File: src/rtl/tt_tile_bist.sv
// Self-test engine for a Tiny Tapeout tile: an LFSR drives stimulus into the DUT, and a MISR
// compacts the DUT responses into a signature that is checked against a golden value at end of run.
module tt_tile_bist #(
   parameter int unsigned          WIDTH  = 8,
   parameter int unsigned          CYCLES = 256,
   parameter int unsigned          LAT    = 0,
   parameter logic [WIDTH-1:0]     POLY   = WIDTH'(8'h1D),
   parameter logic [WIDTH-1:0]     SEED   = WIDTH'(8'h01)
) (
   input  logic             clk,
   input  logic             rst_n,
   input  logic             ena,
   input  logic             start,
   input  logic [WIDTH-1:0] dut_out,
   input  logic [WIDTH-1:0] expected,
   output logic [WIDTH-1:0] stim,
   output logic             busy,
   output logic             done,
   output logic             pass,
   output logic [WIDTH-1:0] signature
);

   localparam int unsigned TOTAL = CYCLES + LAT;
   localparam int unsigned CW    = $clog2(TOTAL + 1);
   localparam logic [CW-1:0] LAST  = CW'(TOTAL - 1);
   localparam logic [CW-1:0] LAT_C = CW'(LAT);

   typedef enum logic [1:0] {
      IDLE = 2'd0,
      RUN  = 2'd1,
      DONE = 2'd2
   } state_t;

   state_t            state;
   logic [WIDTH-1:0]  lfsr;
   logic [WIDTH-1:0]  misr;
   logic [CW-1:0]     cnt;
   logic [WIDTH-1:0]  misr_nxt_c;
   logic              sample_c;

   // Shared Galois step for both the stimulus LFSR and the response MISR.
   function automatic logic [WIDTH-1:0] step(input logic [WIDTH-1:0] x);
      return {x[WIDTH-2:0], 1'b0} ^ (x[WIDTH-1] ? POLY : '0);
   endfunction

   assign misr_nxt_c = step(misr) ^ dut_out;

   // Responses only become meaningful once the DUT latency has elapsed.
   if (LAT == 0) begin : g_nolat
      assign sample_c = 1'b1;
   end else begin : g_lat
      assign sample_c = (cnt >= LAT_C);
   end

   always_ff @(posedge clk or negedge rst_n) begin
      if (!rst_n) begin
         state <= IDLE;
         lfsr  <= SEED;
         misr  <= '0;
         cnt   <= '0;
         pass  <= 1'b0;
         stim  <= '0;
         busy  <= 1'b0;
         done  <= 1'b0;
      end else if (ena) begin
         case (state)
            RUN: begin
               lfsr <= step(lfsr);
               stim <= step(lfsr);
               cnt  <= cnt + CW'(1);
               if (sample_c) begin
                  misr <= misr_nxt_c;
               end
               // Final sample: compare against the signature being written this edge.
               if (cnt == LAST) begin
                  state <= DONE;
                  pass  <= (misr_nxt_c == expected);
                  stim  <= '0;
                  busy  <= 1'b0;
                  done  <= 1'b1;
               end
            end
            IDLE, DONE: begin
               stim <= '0;
               if (start) begin
                  state <= RUN;
                  lfsr  <= SEED;
                  stim  <= SEED;
                  misr  <= '0;
                  cnt   <= '0;
                  pass  <= 1'b0;
                  busy  <= 1'b1;
                  done  <= 1'b0;
               end
            end
            default: begin
               state <= IDLE;
               stim  <= '0;
               busy  <= 1'b0;
               done  <= 1'b0;
            end
         endcase
      end
   end

   assign signature = misr;

endmodule
File: config.mk
export PLATFORM = sky130hd
export DESIGN_NAME = tt_tile_bist
export DESIGN_NICKNAME = d
export VERILOG_FILES = /design/src/rtl/tt_tile_bist.sv
export SDC_FILE = /design/constraint.sdc
export NUM_CORES = 1
export LEC_CHECK = 0
export ABC_AREA = 1
export CORE_MARGIN = 4
export CORE_UTILIZATION = 55
export CTS_CLUSTER_SIZE = 10
export DETAILED_ROUTE_END_ITERATION = 10
export MAX_ROUTING_LAYER = met4
export PLACE_DENSITY = 0.84
export SLEW_MARGIN = 25
export SYNTH_ARGS = -nofsm -noshare
export SYNTH_HDL_FRONTEND = slang
export SYNTH_SLANG_ARGS = --single-unit
File: constraint.sdc
create_clock -name clk -period 4.6 [get_ports clk]
set_input_delay 0.92 -clock clk [delete_from_list [all_inputs] [get_ports clk]]
set_output_delay 0.92 -clock clk [all_outputs]
set_load 0.02 [all_outputs]
; Word level (Yosys, flattened, before mapping)
; Cells that the tools add are included.
[word_totals]
register_bits = 38
in_bits = 20
[classes]
add_sub_neg = 1
n_reduce_logical = 6
n_eq_ne = 6
n_mux = 22
bitwise = 3
[op_table]
columns = op, n
row1 = $pmux W8 S2, 3
row2 = $mux W8, 3
row3 = $pmux W9 S2, 1
row4 = $xor A8 B5 Y8, 2
row5 = $mux W5, 2
row6 = $add A9 B1 Y9 const B, 1
row7 = $eq A9 B8 Y1 const B, 1
row8 = $mux W9, 1
row9 = $eq A8 B8 Y1, 1
row10 = $xor A8 B8 Y8, 1
row11 = $mux W1, 6
row12 = $pmux W1 S2, 3
row13 = $reduce_and A3 Y1, 2
row14 = $mux W2, 2
row15 = $ne A2 B2 Y1 const B, 2
row16 = $pmux W2 S2, 1
row17 = $reduce_and A4 Y1, 1
row18 = $eq A2 B1 Y1 const B, 1
row19 = $eq A2 B2 Y1 const B, 1
row20 = $logic_not A2 Y1, 1
row21 = $reduce_bool A2 Y1, 1
row22 = $reduce_or A2 Y1, 1

; Longest topological paths before layout
[depth]
ltp_word = 6
mapped_depth = 14

; Worst setup path after synthesis
; No wires, ideal clock.
[synth_path]
path_kind = reg-to-reg
from = reg cnt[0]
to = reg pass
path_slack_ns = 2.724
path_stages_with_launch = 15
arrival_time_ns = 1.812
path_buffers = 0
cell_sequence = dfrtp_1 -> ha_1 -> inv_1 -> nor3_1 -> nand3_1 -> nor3_1 -> ha_1 -> inv_1 -> o21ai_0 -> nand2_1 -> nor2_1 -> nand2_1 -> nor2_1 -> nand3_1 -> nand2_1
[synth_via]
elab_chain_cells = 3
[synth_lines]
columns = item, line_no
row1 = "start, declared", 37  ; logic [CW-1:0] cnt;
row2 = "start signal, assigned", 70  ; cnt <= cnt + CW'(1);
row3 = $eq A9 B8 Y1, 75  ; if (cnt == LAST) begin
row4 = $ne A2 B2 Y1 (no line), --
row5 = $reduce_and A4 Y1 (no line), --
row6 = "end signal, assigned", 77  ; pass <= (misr_nxt_c == expected);
row7 = "end, declared", 19  ; output logic pass,
; Every way passes these cells.
; A chain may end at the register's enable or synchronous reset.

; Final worst setup path
[layout_path]
from = reg misr[6] (netlist: signature[6])
to = out signature[6]
[layout_rtl]
columns = item, line_no
row1 = "start, declared", 36  ; logic [WIDTH-1:0] misr;
row2 = "start signal, assigned", 72  ; misr <= misr_nxt_c;
row3 = "end, declared", 20  ; output logic [WIDTH-1:0] signature
; No word-level cell between the ends.

==> flow_summary.yaml <==
floorplan:
  fp.dieW_um: 67.5
  die_h_um: 67.5
  fp-row-count: 21
  initial_core_util: 0.574
  ioPinCount: 39
  coreArea_um2: 3390
  die-area_um2: 4560
timing:
  slew_viol_final: 0
  finalCritPeriodShare: 0.518
  period_needed_ns: 2.38
  skew_ns: 0.00453
  relSlewSlack: 0.700
  tightest_slew_ns: 0.450
  rsz0062_at_grt: "no"
  hold_violations: 0
  fmax_mhz: 420
  setup_tns_ns: 0
  setup_viol: 0
cells_and_area:
  num-fill-cells: 277
  antenna_cells: 0
  nNetsFinal: 305
  drive_gt1_frac: 0.0848
  area_delta_synth_final_pct: 23.6
setup_path:
  cp_top_family: "buffers and inverters"
  critPathCaptureType: "output pin"
  crit_chain: "clkdlybuf4s50_1"
  cp-start-kind: "register"
  crit_start: "signature[6]"
  r2r_setup_slack_ns: 2.29
  r2r_cells: 14
  timing.rr.start: "cnt[0]"
  path_max_fanout: 4
  reg2reg_to: "pass"
  worstPathArrival_ns: 1.46
  critPathMaxStageDelay_ns: 0.65
  slowest_stage: "clkdlybuf4s50_1"
  crit_type: "reg2out"
  crit_buf_inv: 1
  cp.required_ns: 3.68
hold_path:
  hold_path.class: "reg2reg"
  holdPathEnd: "stim[0]"
  min_from: "stim[0]"
  worstHoldPathCells: 2
cts:
  clock_latency_ns: 0.33
  cts.path.max_buffers: 2
  cts-root-buf: "clkbuf_4"
  cts.sinks: 37
  post-cts-setup-buffer-count: 0
  cts_resized: 0
  cts_tree: "yes"
  cts_max_level: 2
  postCtsHoldBufs: 0
  clkTransAtPathRegs_ns: 0.10
  cts_buffers: 5
pwr:
  power_frac_clock: 0.165
  power_frac_comb: 0.378
  internal_power_mw: 0.655
  p_per_area_nw_per_um2: 432
  power_leakage_nw: 1.19
  netSwitchingPower_mw: 0.385
  netSwitchingFraction: 0.370
  p_seq_frac: 0.457
  finalPower_mw: 1.04
  peakVddDrop_mv: 0.180
synth:
  netlist_area_um2: 1950
  yosysWarnings: 0
  synthDistinctLibCells: 34
  synth-seq-cells: 37
  ys_seq_area_frac: 0.476
  synth_area_per_cell_um2: 8.08
  syn_inst: 241
  synthesis.nets: 263
routing:
  wl_mm: 4.08
  via_per_inst: 5.16
  first_pass_iters: 4
  drt_iter0_markers: 85
  vias: 1698
  drc_errors: 0
  wl_per_cell_um: 12.4
  ant_nets: 0
outcome:
  outcome: "finished clean"
run:
  drv_cap: 0
global_route:
  grt_use_total: 0.204
  grt_max_degree: 38
  overflow: 0
  grt_pass1_wl_mm: 6.78
  antenna_found_initial: 0
  grt_pass1_vias: 1611
place:
  gp_congestion: 0.844
  place.port_buffers: 38
  dp_hpwl_mm: 3.19
==> final cells by class <==
type	count	area, um2	area share
sequential	37	927	0.385
multi-input combinational	159	822	0.342
timing repair buffer	39	388	0.161
inverter	41	156	0.0650
tap	46	57.6	0.0239
clock buffer	7	55.1	0.0229
==> worst max path at each step <==
stage                               to  cells after the start
after floorplan                   pass                     14
final                     signature[6]                      1
after CTS                 signature[6]                      1
after detailed placement        cnt[5]                      8
after global routing              pass                     14
after global placement          cnt[5]                      8
==> metrics by stage <==
stage          setup WS [ns]  cell area, um2  std cells  hold WS [ns]  utilization
5_1_grt                 1.99            2410        329         0.524        0.710
3_5_place_dp            2.02            2350        322         0.473        0.694
6_report                2.22            2410        329         0.495        0.710
3_3_place_gp            2.07            2350        322         0.468        0.694
2_1_floorplan           2.72            1950        241         0.495            -
4_1_cts                 2.20            2410        329         0.499        0.710
==> Yosys cell counts, drive strengths merged <==
cell type	instances	share of area
nor2	13	0.040
a21oi	1	0.0026
buf	3	0.014
nand3	12	0.033
o21ai	22	0.057
nand3b	5	0.019
xor2	2	0.0090
nor3b	1	0.0064
dfrtp	36	0.46
inv	41	0.080
dfstp	1	0.013
o22ai	11	0.039
clkbuf	1	0.0071
a22oi	1	0.0039
nor3	7	0.021
o31ai	1	0.0039
nand2	75	0.15
nand4	3	0.013
xnor2	2	0.0090
ha	2	0.013
o211ai	1	0.0039
==> power by group through the flow <==
stage | sequential (mW) | clock (mW) | combinational [mW]
final | 0.475 | 0.171 | 0.393
after CTS | 0.475 | 0.176 | 0.397
after global routing | 0.486 | 0.187 | 0.440
after floorplan | 0.515 | 0 | 0.207
after global placement | 0.479 | 0 | 0.384
after detailed placement | 0.479 | 0 | 0.397
==> per-layer routing <==
| layer | global-route usage | wire, um | up-vias |
|---|---|---|---|
| met1 | 0.235 | 1790 | 778 |
| met3 | 0.0366 | 179 | 9 |
| met4 | 0.0861 | 89 | 0 |
| li1 | - | - | 861 |
| met5 | - | 0 | - |
| met2 | 0.349 | 2020 | 50 |
==> layout by cell type, fill, tap and decap left out, drive strengths merged, types with 2 or more instances in the layout <==
master and n:
clkbuf 7, clkdlybuf4s50 38, dfrtp 36, ha 2, inv 41, nand2 75
nand3 12, nand3b 5, nand4 3, nor2 13, nor3 7, o21ai 22
o22ai 11, xnor2 2, xor2 2
==> logic make-up after synthesis <==
family	count (synthesis)	synth area share
compound gates	37	0.109
xor+xnor	4	0.0180
fa+ha+maj	2	0.0129
buf+inv	45	0.102
flops	37	0.476
simple gates	116	0.282
==> registers in the layout, indices dropped and copies added, names as in the netlist <==
signal,flops
cnt,9
lfsr,8
signature,8
stim,8
state,2
busy,1
pass,1
No activity file was read; power rests on OpenSTA's default activity.
==> RTL change: new RTL, same settings <==
Compare `cnt` against `LAST` with >= in place of ==.
--- a/src/rtl/tt_tile_bist.sv
+++ b/src/rtl/tt_tile_bist.sv
@@ -73,5 +73,5 @@
                end
                // Final sample: compare against the signature being written this edge.
-               if (cnt == LAST) begin
+               if (cnt >= LAST) begin
                   state <= DONE;
                   pass  <= (misr_nxt_c == expected);
Formal check against the unedited RTL: same outputs for any inputs over 10 cycles, from zero or initial values and one cycle with rst_n low; that may be too few to reach the edited logic, so the function may still have changed.
==> RTL change against the unedited design <==
Sequential cell count stayed put; register-to-register slack better by 0.50 ns; clock power is 62% higher; wire length is 5.2% lower; cell area is 1.2% higher; area after synthesis stayed put; total power is 30% higher; global-route usage is 0.13 points lower; via count is 3.1% lower; die area stayed put; hold slack worse by 0.013 ns; worst setup slack worse by 0.061 ns; maximum frequency is 2.5% lower; largest power group is now combinational cells.
==> RTL change: results (changes against the unedited design) <==
metric	value	unit	change
synth warn	0		unchanged
Yosys cell types	29		was 34
Clock Root Buffer	clkbuf_4		unchanged
worst skew pair latency	0.35	ns	was 0.33 ns
# port buffers	38		unchanged
Final HPWL DP	2920	um	was 3190 um
RD Place Congestion	0.857		was 0.844
Leak	1.18	nW	was 1.19 nW
Worst setup startpoint	signature[7]		was signature[6]
slowest CP cell	clkdlybuf4s50_1		unchanged
top post-synthesis cells by count	78 x nand2_1, 36 x dfrtp_1, 35 x inv_1		was 73 x nand2_1, 36 x dfrtp_1, 36 x inv_1
worst min path class	reg2reg		unchanged
filler instances	267		was 277
DR WL/cell	11.7	um	was 12.4 um
met2 Use GR	30.6	%	was 34.9%
hold_sp	busy		was stim[0]
worst reg-to-reg path cell count	10		was 14
Post-Syn Nets	269		was 263
peak supply drop	0.289	mV	was 0.180 mV
first-pass GRT wire length	6610	um	was 6780 um
Main synth FF type	dfrtp_1		unchanged
global-route track usage on met3	5.66	%	was 3.66%
share of layout cells above drive strength 1	6.99	%	was 8.48%
RR Startpoint	cnt[1]		was cnt[0]
Final nets	307		was 305
Arr. time, crit path	1.52	ns	was 1.46 ns
critical-path maximum fanout	7		was 4
GR Util All Layers	20.3	%	was 20.4%
slowest stage delay, CP	0.67	ns	was 0.65 ns
register-to-register setup slack	2.79	ns	was 2.29 ns
vias in the first global route	1476		was 1,611
DRT Pass-1 Iters	4		unchanged
Reg clk slew, reported paths	0.12	ns	was 0.10 ns
synth top area cells	dfrtp_1 46%, nand2_1 15%, inv_1 6.7%		was dfrtp_1 46%, nand2_1 14%, inv_1 6.9%
DRT iter0 DRCs	125		was 85
Vias/cell	4.96		was 5.16
Clock Skew	0.0126	ns	was 0.00453 ns
GR Util met1	26.0	%	was 23.5%
# diodes	0		unchanged
post-CTS sizing	0		unchanged
antenna violations before repair	0		unchanged
Hold Path Depth	2		unchanged
register area share after synthesis	47.6	%	unchanged
Slew HR	70.6	%	was 70.0%
status	finished clean		unchanged
clock buffer depth	2		unchanged
clock buffer count from CTS	5		unchanged
WHS Endpoint	busy		was stim[0]
Post-CTS Setup Bufs	0		unchanged
Largest register FFs	9		unchanged
RTL change: per-layer routing:
| layer | vias to the layer above | wire length, um |
|---|---|---|
| li1 | 856 | - |
| met1 | 726 | 1820 |
| met2 | 58 | 1730 |
| met3 | 6 | 259 |
| met4 | 0 | 62 |
| met5 | - | 0 |
RTL change: logic make-up (layout without fill, tap and decap cells):
kind of cell | count (synthesis) | after routing | synth area share, %
and+or+nand+nor | 120 | 120 | 27.7
buffers and inverters | 44 | 83 | 10.0
AOI/OAI and AO/OA | 38 | 38 | 10.7
DFF | 37 | 37 | 47.6
xor gates and xnor gates | 6 | 6 | 2.70
adders and majority gates | 2 | 2 | 1.29
RTL change: worst max-delay path by stage:
stage | to | slack [ns] | cells past startpoint
floorplan | cnt[4] | 2.85 | 8
global placement | stim[5] | 1.96 | 5
detailed placement | stim[5] | 1.92 | 5
CTS | signature[7] | 2.14 | 1
global route | signature[7] | 2.08 | 1
finish | signature[7] | 2.16 | 1
RTL change: through the flow:
| step | setup WS (ns) | instance area (sq um) | hold WS [ns] | instances | utilization (%) |
|---|---|---|---|---|---|
| after floorplan | 2.85 | 1950 | 0.442 | 247 | - |
| after global placement | 1.96 | 2330 | 0.460 | 324 | 68.8 |
| after detailed placement | 1.92 | 2330 | 0.458 | 324 | 68.8 |
| after CTS | 2.14 | 2430 | 0.486 | 332 | 71.8 |
| after global routing | 2.08 | 2430 | 0.520 | 332 | 71.8 |
| final | 2.16 | 2430 | 0.482 | 332 | 71.8 |
RTL change: cell type report:
cell class / instances / share of cell area [%]
clock buffer: 5 / 1.54
clock inverter: 3 / 2.67
inverter: 36 / 5.55
multi-input combinational: 166 / 33.9
sequential: 37 / 38.1
tap: 46 / 2.36
timing repair buffer: 39 / 15.9
RTL change: power breakdown:
| part | total, mW | leakage (nW) | internal (mW) | switching [mW] |
|---|---|---|---|---|
| clock network | 0.277 | 0.0552 | 0.168 | 0.109 |
| logic | 0.549 | 0.636 | 0.234 | 0.315 |
| registers | 0.524 | 0.490 | 0.430 | 0.0935 |
